[config.mk]
export PLATFORM = sky130hd
export DESIGN_NAME = sprite_blitter
export DESIGN_NICKNAME = d
export VERILOG_FILES = /design/src/rtl/sprite_blitter.sv
export SDC_FILE = /design/constraint.sdc
export NUM_CORES = 1
export LEC_CHECK = 0
export CAP_MARGIN = 20
export CORE_MARGIN = 4
export CORE_UTILIZATION = 30
export DETAILED_ROUTE_END_ITERATION = 16
export GPL_TIMING_DRIVEN = 0
export SLEW_MARGIN = 20
export SYNTH_ARGS = -nofsm -noshare
export SYNTH_HDL_FRONTEND = slang
export SYNTH_SLANG_ARGS = --single-unit
export TNS_END_PERCENT = 5
[constraint.sdc]
create_clock -name clk -period 4.7 [get_ports clk]
set_input_delay 1.175 -clock clk [delete_from_list [all_inputs] [get_ports clk]]
set_output_delay 1.175 -clock clk [all_outputs]
set_load 0.02 [all_outputs]
[src/rtl/sprite_blitter.sv]
// Sprite blit / rectangle fill / screen clear pixel-stream engine.
// One primitive per command; every mode has the same pipeline timing.
module sprite_blitter #(
  parameter int SCREEN_W    = 320,
  parameter int SCREEN_H    = 240,
  parameter int X_W         = 9,
  parameter int Y_W         = 8,
  parameter int SPR_W       = 16,
  parameter int SPR_H       = 16,
  parameter int FRAMES      = 4,
  parameter int COLOUR_W    = 15,
  parameter int ROM_LATENCY = 1,
  parameter int TRANS_EN    = 1,
  parameter logic [COLOUR_W-1:0] TRANS_KEY = 15'h7C1F
) (
  input  logic                  clk,
  input  logic                  reset,
  input  logic                  start,
  input  logic                  abort,
  input  logic [1:0]            mode,
  input  logic [X_W-1:0]        x0,
  input  logic [Y_W-1:0]        y0,
  input  logic [$clog2(FRAMES)-1:0] frame,
  input  logic [COLOUR_W-1:0]   fill_colour,
  output logic                  busy,
  output logic                  done,
  output logic [$clog2(FRAMES*SPR_W*SPR_H)-1:0] rom_addr,
  input  logic [COLOUR_W-1:0]   rom_data,
  output logic [X_W-1:0]        pix_x,
  output logic [Y_W-1:0]        pix_y,
  output logic [COLOUR_W-1:0]   pix_colour,
  output logic                  pix_plot
);

  localparam int FW     = $clog2(FRAMES);
  localparam int AW     = $clog2(FRAMES*SPR_W*SPR_H);
  localparam int PIX_SH = $clog2(SPR_W*SPR_H);
  localparam int L      = ROM_LATENCY;

  localparam logic [1:0] M_BLIT  = 2'd0;
  localparam logic [1:0] M_CLEAR = 2'd2;
  localparam logic [1:0] M_NOP   = 2'd3;

  localparam logic [X_W:0] SW_L = (X_W+1)'(SCREEN_W);
  localparam logic [Y_W:0] SH_L = (Y_W+1)'(SCREEN_H);

  typedef enum logic [1:0] {IDLE, RUN, DRAIN, DONE} state_t;

  state_t               state;
  logic [1:0]           mode_r;
  logic [X_W-1:0]       x0_r;
  logic [Y_W-1:0]       y0_r;
  logic [FW-1:0]        frame_r;
  logic [COLOUR_W-1:0]  colour_r;
  logic [X_W-1:0]       i;
  logic [Y_W-1:0]       j;
  logic [7:0]           dcnt;

  logic [X_W-1:0]       w_last;
  logic [Y_W-1:0]       h_last;
  logic [X_W-1:0]       i_nx;
  logic [Y_W-1:0]       j_nx;
  logic [X_W:0]         sx;
  logic [Y_W:0]         sy;
  logic                 in_scr;
  logic                 px_last;
  logic                 key_hit;
  logic                 plot_nx;
  logic                 kill;

  // Coordinate pipeline, aligned with the ROM read latency
  logic                 pv  [L];
  logic                 pin [L];
  logic [X_W-1:0]       pxx [L];
  logic [Y_W-1:0]       pyy [L];

  function automatic logic [AW-1:0] addr_of(
    input logic [FW-1:0]  f,
    input logic [X_W-1:0] ii,
    input logic [Y_W-1:0] jj
  );
    return (AW'(f) << PIX_SH) + AW'(jj) * AW'(SPR_W) + AW'(ii);
  endfunction

  always_comb begin
    w_last  = (mode_r == M_CLEAR) ? X_W'(SCREEN_W-1) : X_W'(SPR_W-1);
    h_last  = (mode_r == M_CLEAR) ? Y_W'(SCREEN_H-1) : Y_W'(SPR_H-1);
    px_last = (i == w_last) && (j == h_last);
    i_nx    = (i == w_last) ? '0 : i + 1'b1;
    j_nx    = (i == w_last) ? j + 1'b1 : j;
    sx      = {1'b0, x0_r} + {1'b0, i};
    sy      = {1'b0, y0_r} + {1'b0, j};
    in_scr  = (sx < SW_L) && (sy < SH_L);
    key_hit = (TRANS_EN != 0) && (mode_r == M_BLIT) &&
              (rom_data == TRANS_KEY);
    plot_nx = pv[L-1] && pin[L-1] && !key_hit;
    kill    = abort && (state == RUN || state == DRAIN);
  end

  always_ff @(posedge clk) begin
    if (!reset) begin
      state      <= IDLE;
      busy       <= 1'b0;
      done       <= 1'b0;
      pix_plot   <= 1'b0;
      pix_x      <= '0;
      pix_y      <= '0;
      pix_colour <= '0;
      rom_addr   <= '0;
      mode_r     <= '0;
      x0_r       <= '0;
      y0_r       <= '0;
      frame_r    <= '0;
      colour_r   <= '0;
      i          <= '0;
      j          <= '0;
      dcnt       <= '0;
      for (int k = 0; k < L; k++) begin
        pv[k]  <= 1'b0;
        pin[k] <= 1'b0;
        pxx[k] <= '0;
        pyy[k] <= '0;
      end
    end else begin
      done   <= 1'b0;
      pv[0]  <= (state == RUN) && !kill;
      pin[0] <= in_scr;
      pxx[0] <= sx[X_W-1:0];
      pyy[0] <= sy[Y_W-1:0];
      for (int k = 1; k < L; k++) begin
        pv[k]  <= pv[k-1] && !kill;
        pin[k] <= pin[k-1];
        pxx[k] <= pxx[k-1];
        pyy[k] <= pyy[k-1];
      end
      pix_plot <= plot_nx && !kill;
      if (pv[L-1]) begin
        pix_x      <= pxx[L-1];
        pix_y      <= pyy[L-1];
        pix_colour <= (mode_r == M_BLIT) ? rom_data : colour_r;
      end
      unique case (state)
        IDLE: if (start) begin
          mode_r   <= mode;
          x0_r     <= (mode == M_CLEAR) ? '0 : x0;
          y0_r     <= (mode == M_CLEAR) ? '0 : y0;
          frame_r  <= frame;
          colour_r <= fill_colour;
          i        <= '0;
          j        <= '0;
          dcnt     <= '0;
          rom_addr <= addr_of(frame, '0, '0);
          state    <= (mode == M_NOP) ? DONE : RUN;
          busy     <= (mode != M_NOP);
          done     <= (mode == M_NOP);
        end
        RUN: if (kill) begin
          state <= IDLE;
          busy  <= 1'b0;
        end else if (px_last) begin
          state <= DRAIN;
        end else begin
          i        <= i_nx;
          j        <= j_nx;
          rom_addr <= addr_of(frame_r, i_nx, j_nx);
        end
        DRAIN: if (kill) begin
          state <= IDLE;
          busy  <= 1'b0;
        end else if (dcnt == 8'(L)) begin
          state <= DONE;
          busy  <= 1'b0;
          done  <= 1'b1;
        end else begin
          dcnt <= dcnt + 1'b1;
        end
        DONE: state <= IDLE;
        default: state <= IDLE;
      endcase
    end
  end

endmodule
==> impl_results.md <==
- Outcome: completed
- Post-route DRC: 0
- Initial Util: 30.9%
- CTS root buffer: clkbuf_16
- Post-CTS setup buffer count: 0
- Final period util: around 83%
- Pre-CTS setup slack: a little under 800 ps
- Worst hold endpoint: colour_r[10]
- Antenna violations before repair: 0
- Htree depth: 4
- Critical Path Source Type: flop
- Max clock buf depth: 2
- CP cell instances: ha_1, nand3_2, or3_1, buf_2, nor2_1, buf_2, nor2_1, ha_1, ha_1, inv_1, fa_1, nor2b_1, o21ai_0, and3_1, or3_1, a31oi_1, a21oi_1
- Die width: between 150 and 200 microns
- Post-Route Setup TNS: 0 ps
- Die area: 22700 sq um
- Post-route cell area: 8030 sq um
- Worst R2R Start: rom_addr[1]
- Num ports: 100
- Layout cell share with drive strength beyond 1: 6.35%
- Critical hold path startpoint: colour_r[10]
- Final WL: 17.2 mm
- Fmax: 0.256 GHz
- Drt wl/cell: around 16 microns
- CP top delay family: simple AND/OR/NAND/NOR gates
- Leak: ~3.0 nW
- Number of CTS-inserted buffers: 17
- DR pass1 iterations: 5
- RSZ-0062 raised after global routing: false
- P per Cell Area: about 440 nW/um^2
- Worst setup EP type: flop
- Port bufs: ~100
- Slew @ Worst Pin: 981 ps
- Pins Over Slew Limit: 0
- Largest net degree at the start of global routing: 17
- WP depth: 17
- GRT Total Usage: 15.6%
- CP Class: flop to flop
- CTS sink cnt: 123
- Placed cell area: 7440 sq um
- Bufs and invs on worst path: 3
- Relative slew slack: 34.6%
- Initial drt markers: roughly 270
- GPL Wtd Cong: 0.841
- Sequential area share after synthesis: 40.2%
- Worst R2R End: rom_addr[9]
- Area of the multi-input gates: 3370 sq um
- Most frequent cell on the critical path: ha_1
- Fillers: 1977
- Max Cap Viol: 0
- Grt ovf: 0
- Fin worst setup slack: 788 ps
- Flop2flop setup slack: 790 ps
- TritonCTS clock tree: yes
- Vias after detailed routing: 5410
- Synthesis-stage register bit count: approximately 120
- CP Data Required Time: 5000 ps
- Async set-or-reset flop fraction in the synthesized netlist: 0%
- Final setup violation count: 0
- Reg area: 2460 sq um
- CP max-delay cell: dfxtp_1
- Synth cell types: 65
- Mapped cell area: 6120 sq um
- Worst Hold Class: flop to flop
- Commonest non-fill, non-tap cell in the layout: dfxtp_1
- Most frequent cells in the layout: 123 x dfxtp_1, 99 x clkdlybuf4s50_1, 98 x nor2_1, 70 x nand2_1, 42 x a21oi_1
- Total Nets Final: 915
- Fin crit period: 3910 ps
- Hold Path Depth: 2
- Crit path max fanout: 10
- Top_reg_cell synth: dfxtp_1
- N_diodes: 0
- Clock-pin transition on the worst setup and hold timing paths: 50 ps
- Post-cts repair resize count: 0
- Worst r2r path cells: 17
- First-pass GRT wire length: around 28 mm
- Vias per cell: between 4 and 5
- Worst EP arrival: 4210 ps
- Hold buffers post-CTS: 0
- Die Y: 151 microns
- Clk_lat worst skew: 410 ps
- Cells after Synth: 705
- Synth Net Count: 797
- Final Core Density: roughly two fifths
- Vias in the first global route: 5211
- Post-detail-place hpwl: 13.0 mm
- Synth warnings: 0
- Post-synth EDFFs: 0
- Syn_area_per_cell: between 8 and 9 sq um
- Clock Skew: 8.68 ps
- Core Area: roughly 20000 sq um
- Fin. Hold Viols: 0
- Area delta synth->final: 31.2%
- Delay of the slowest critical-path stage: 500 ps
- Rows: 51
- Max VDD drop: 0.252 mV
- Antenna-violating nets left: 0
==> layout make-up <==
type,instances,area share [%]
plain buffers,40,2.21
clock buffers,24,6.25
clock inverters,7,1.09
inverters,28,1.31
multi-input cells,514,42.0
flip-flops and latches,123,30.7
well taps,265,4.13
repair buffers,99,12.3
==> per-stage QoR <==
stage                     hold WS, ps  power (mW)  instances
final                             454        3.55       1100
after floorplan                   433        1.91        705
after global routing              469        3.74       1100
after global placement            440        2.27       1069
after CTS                         454        3.58       1100
after detailed placement          445        2.27       1069
==> report_power, final <==
group          total, mW  internal [mW]  switching, mW
clock               1.30          0.844          0.455
sequential          1.25           1.17         0.0824
combinational       1.00          0.414          0.586
==> worst reg2reg max path, cell delays in order, from the launching register on <==
cell and delay (ps):
dfxtp_1 500, ha_1 280, nand3_2 120, or3_1 320
buf_2 180, nor2_1 140, buf_2 250, nor2_1 130
ha_1 300, ha_1 170, inv_1 60, fa_1 410
nor2b_1 120, o21ai_0 100, and3_1 190, or3_1 300
a31oi_1 170, a21oi_1 80
==> metal layers <==
metal | vias to the layer above | part of all wire (%) | track usage [%] | wire (microns)
li1 | 2728 | - | - | -
met1 | 2506 | 50 | 22.4 | 8520
met2 | 155 | 43 | 23.0 | 7340
met3 | 21 | 6.0 | 3.89 | 1040
met4 | 0 | 1.5 | 4.90 | 263
met5 | - | 0 | 0 | 0
==> registers in the layout, summed over array words and instances, names as in the netlist, 9 cells and up <==
register and flops:
pix_x 9, pxx 9, pix_colour 15, x0_r 9, colour_r 15, rom_addr 10
==> cell families after synthesis <==
family,Yosys count,share of synthesized area (%)
and+or+nand+nor,261,20.1
DFF,123,40.2
AOI/OAI and AO/OA,160,18.2
xor gates and xnor gates,28,4.01
buffers and inverters,68,4.62
adders and majority gates,37,8.06
muxes,28,4.83
==> how the worst max path moves through the flow <==
stage                      from     endpoint
finish              rom_addr[1]  rom_addr[9]
floorplan           rom_addr[1]  rom_addr[9]
global route        rom_addr[1]  rom_addr[9]
detailed placement  rom_addr[1]  rom_addr[9]
global placement    rom_addr[1]  rom_addr[9]
CTS                 rom_addr[1]  rom_addr[9]
==> cells in the mapped netlist, types with 3 or more instances <==
library cell  count  area (sq um)
dfxtp_1         123          2460
nor2_1           98           368
nand2_1          70           263
a21oi_1          42           210
ha_1             33           413
clkbuf_1         29           109
inv_1            28           105
o21ai_0          28           140
mux2i_1          25           250
xnor2_1          20           175
a22oi_1          19           143
a311oi_1         17           149
nand3_1          15          75.1
and2_1           10          62.6
and3_1           10          62.6
nor3_1            9          45.0
nand2b_1          8          50.1
nand4_1           8          50.1
xor2_1            8          70.1
a211oi_1          7          52.6
nor2b_1           7          43.8
a2bb2oi_1         6          52.6
o21bai_1          6          45.0
a21o_1            5          37.5
nor4_1            5          31.3
or3_1             5          31.3
a31oi_1           4          25.0
buf_2             4          20.0
buf_4             4          30.0
fa_1              4          80.1
o211ai_1          3          22.5
(Power assumes the default switching activity.)
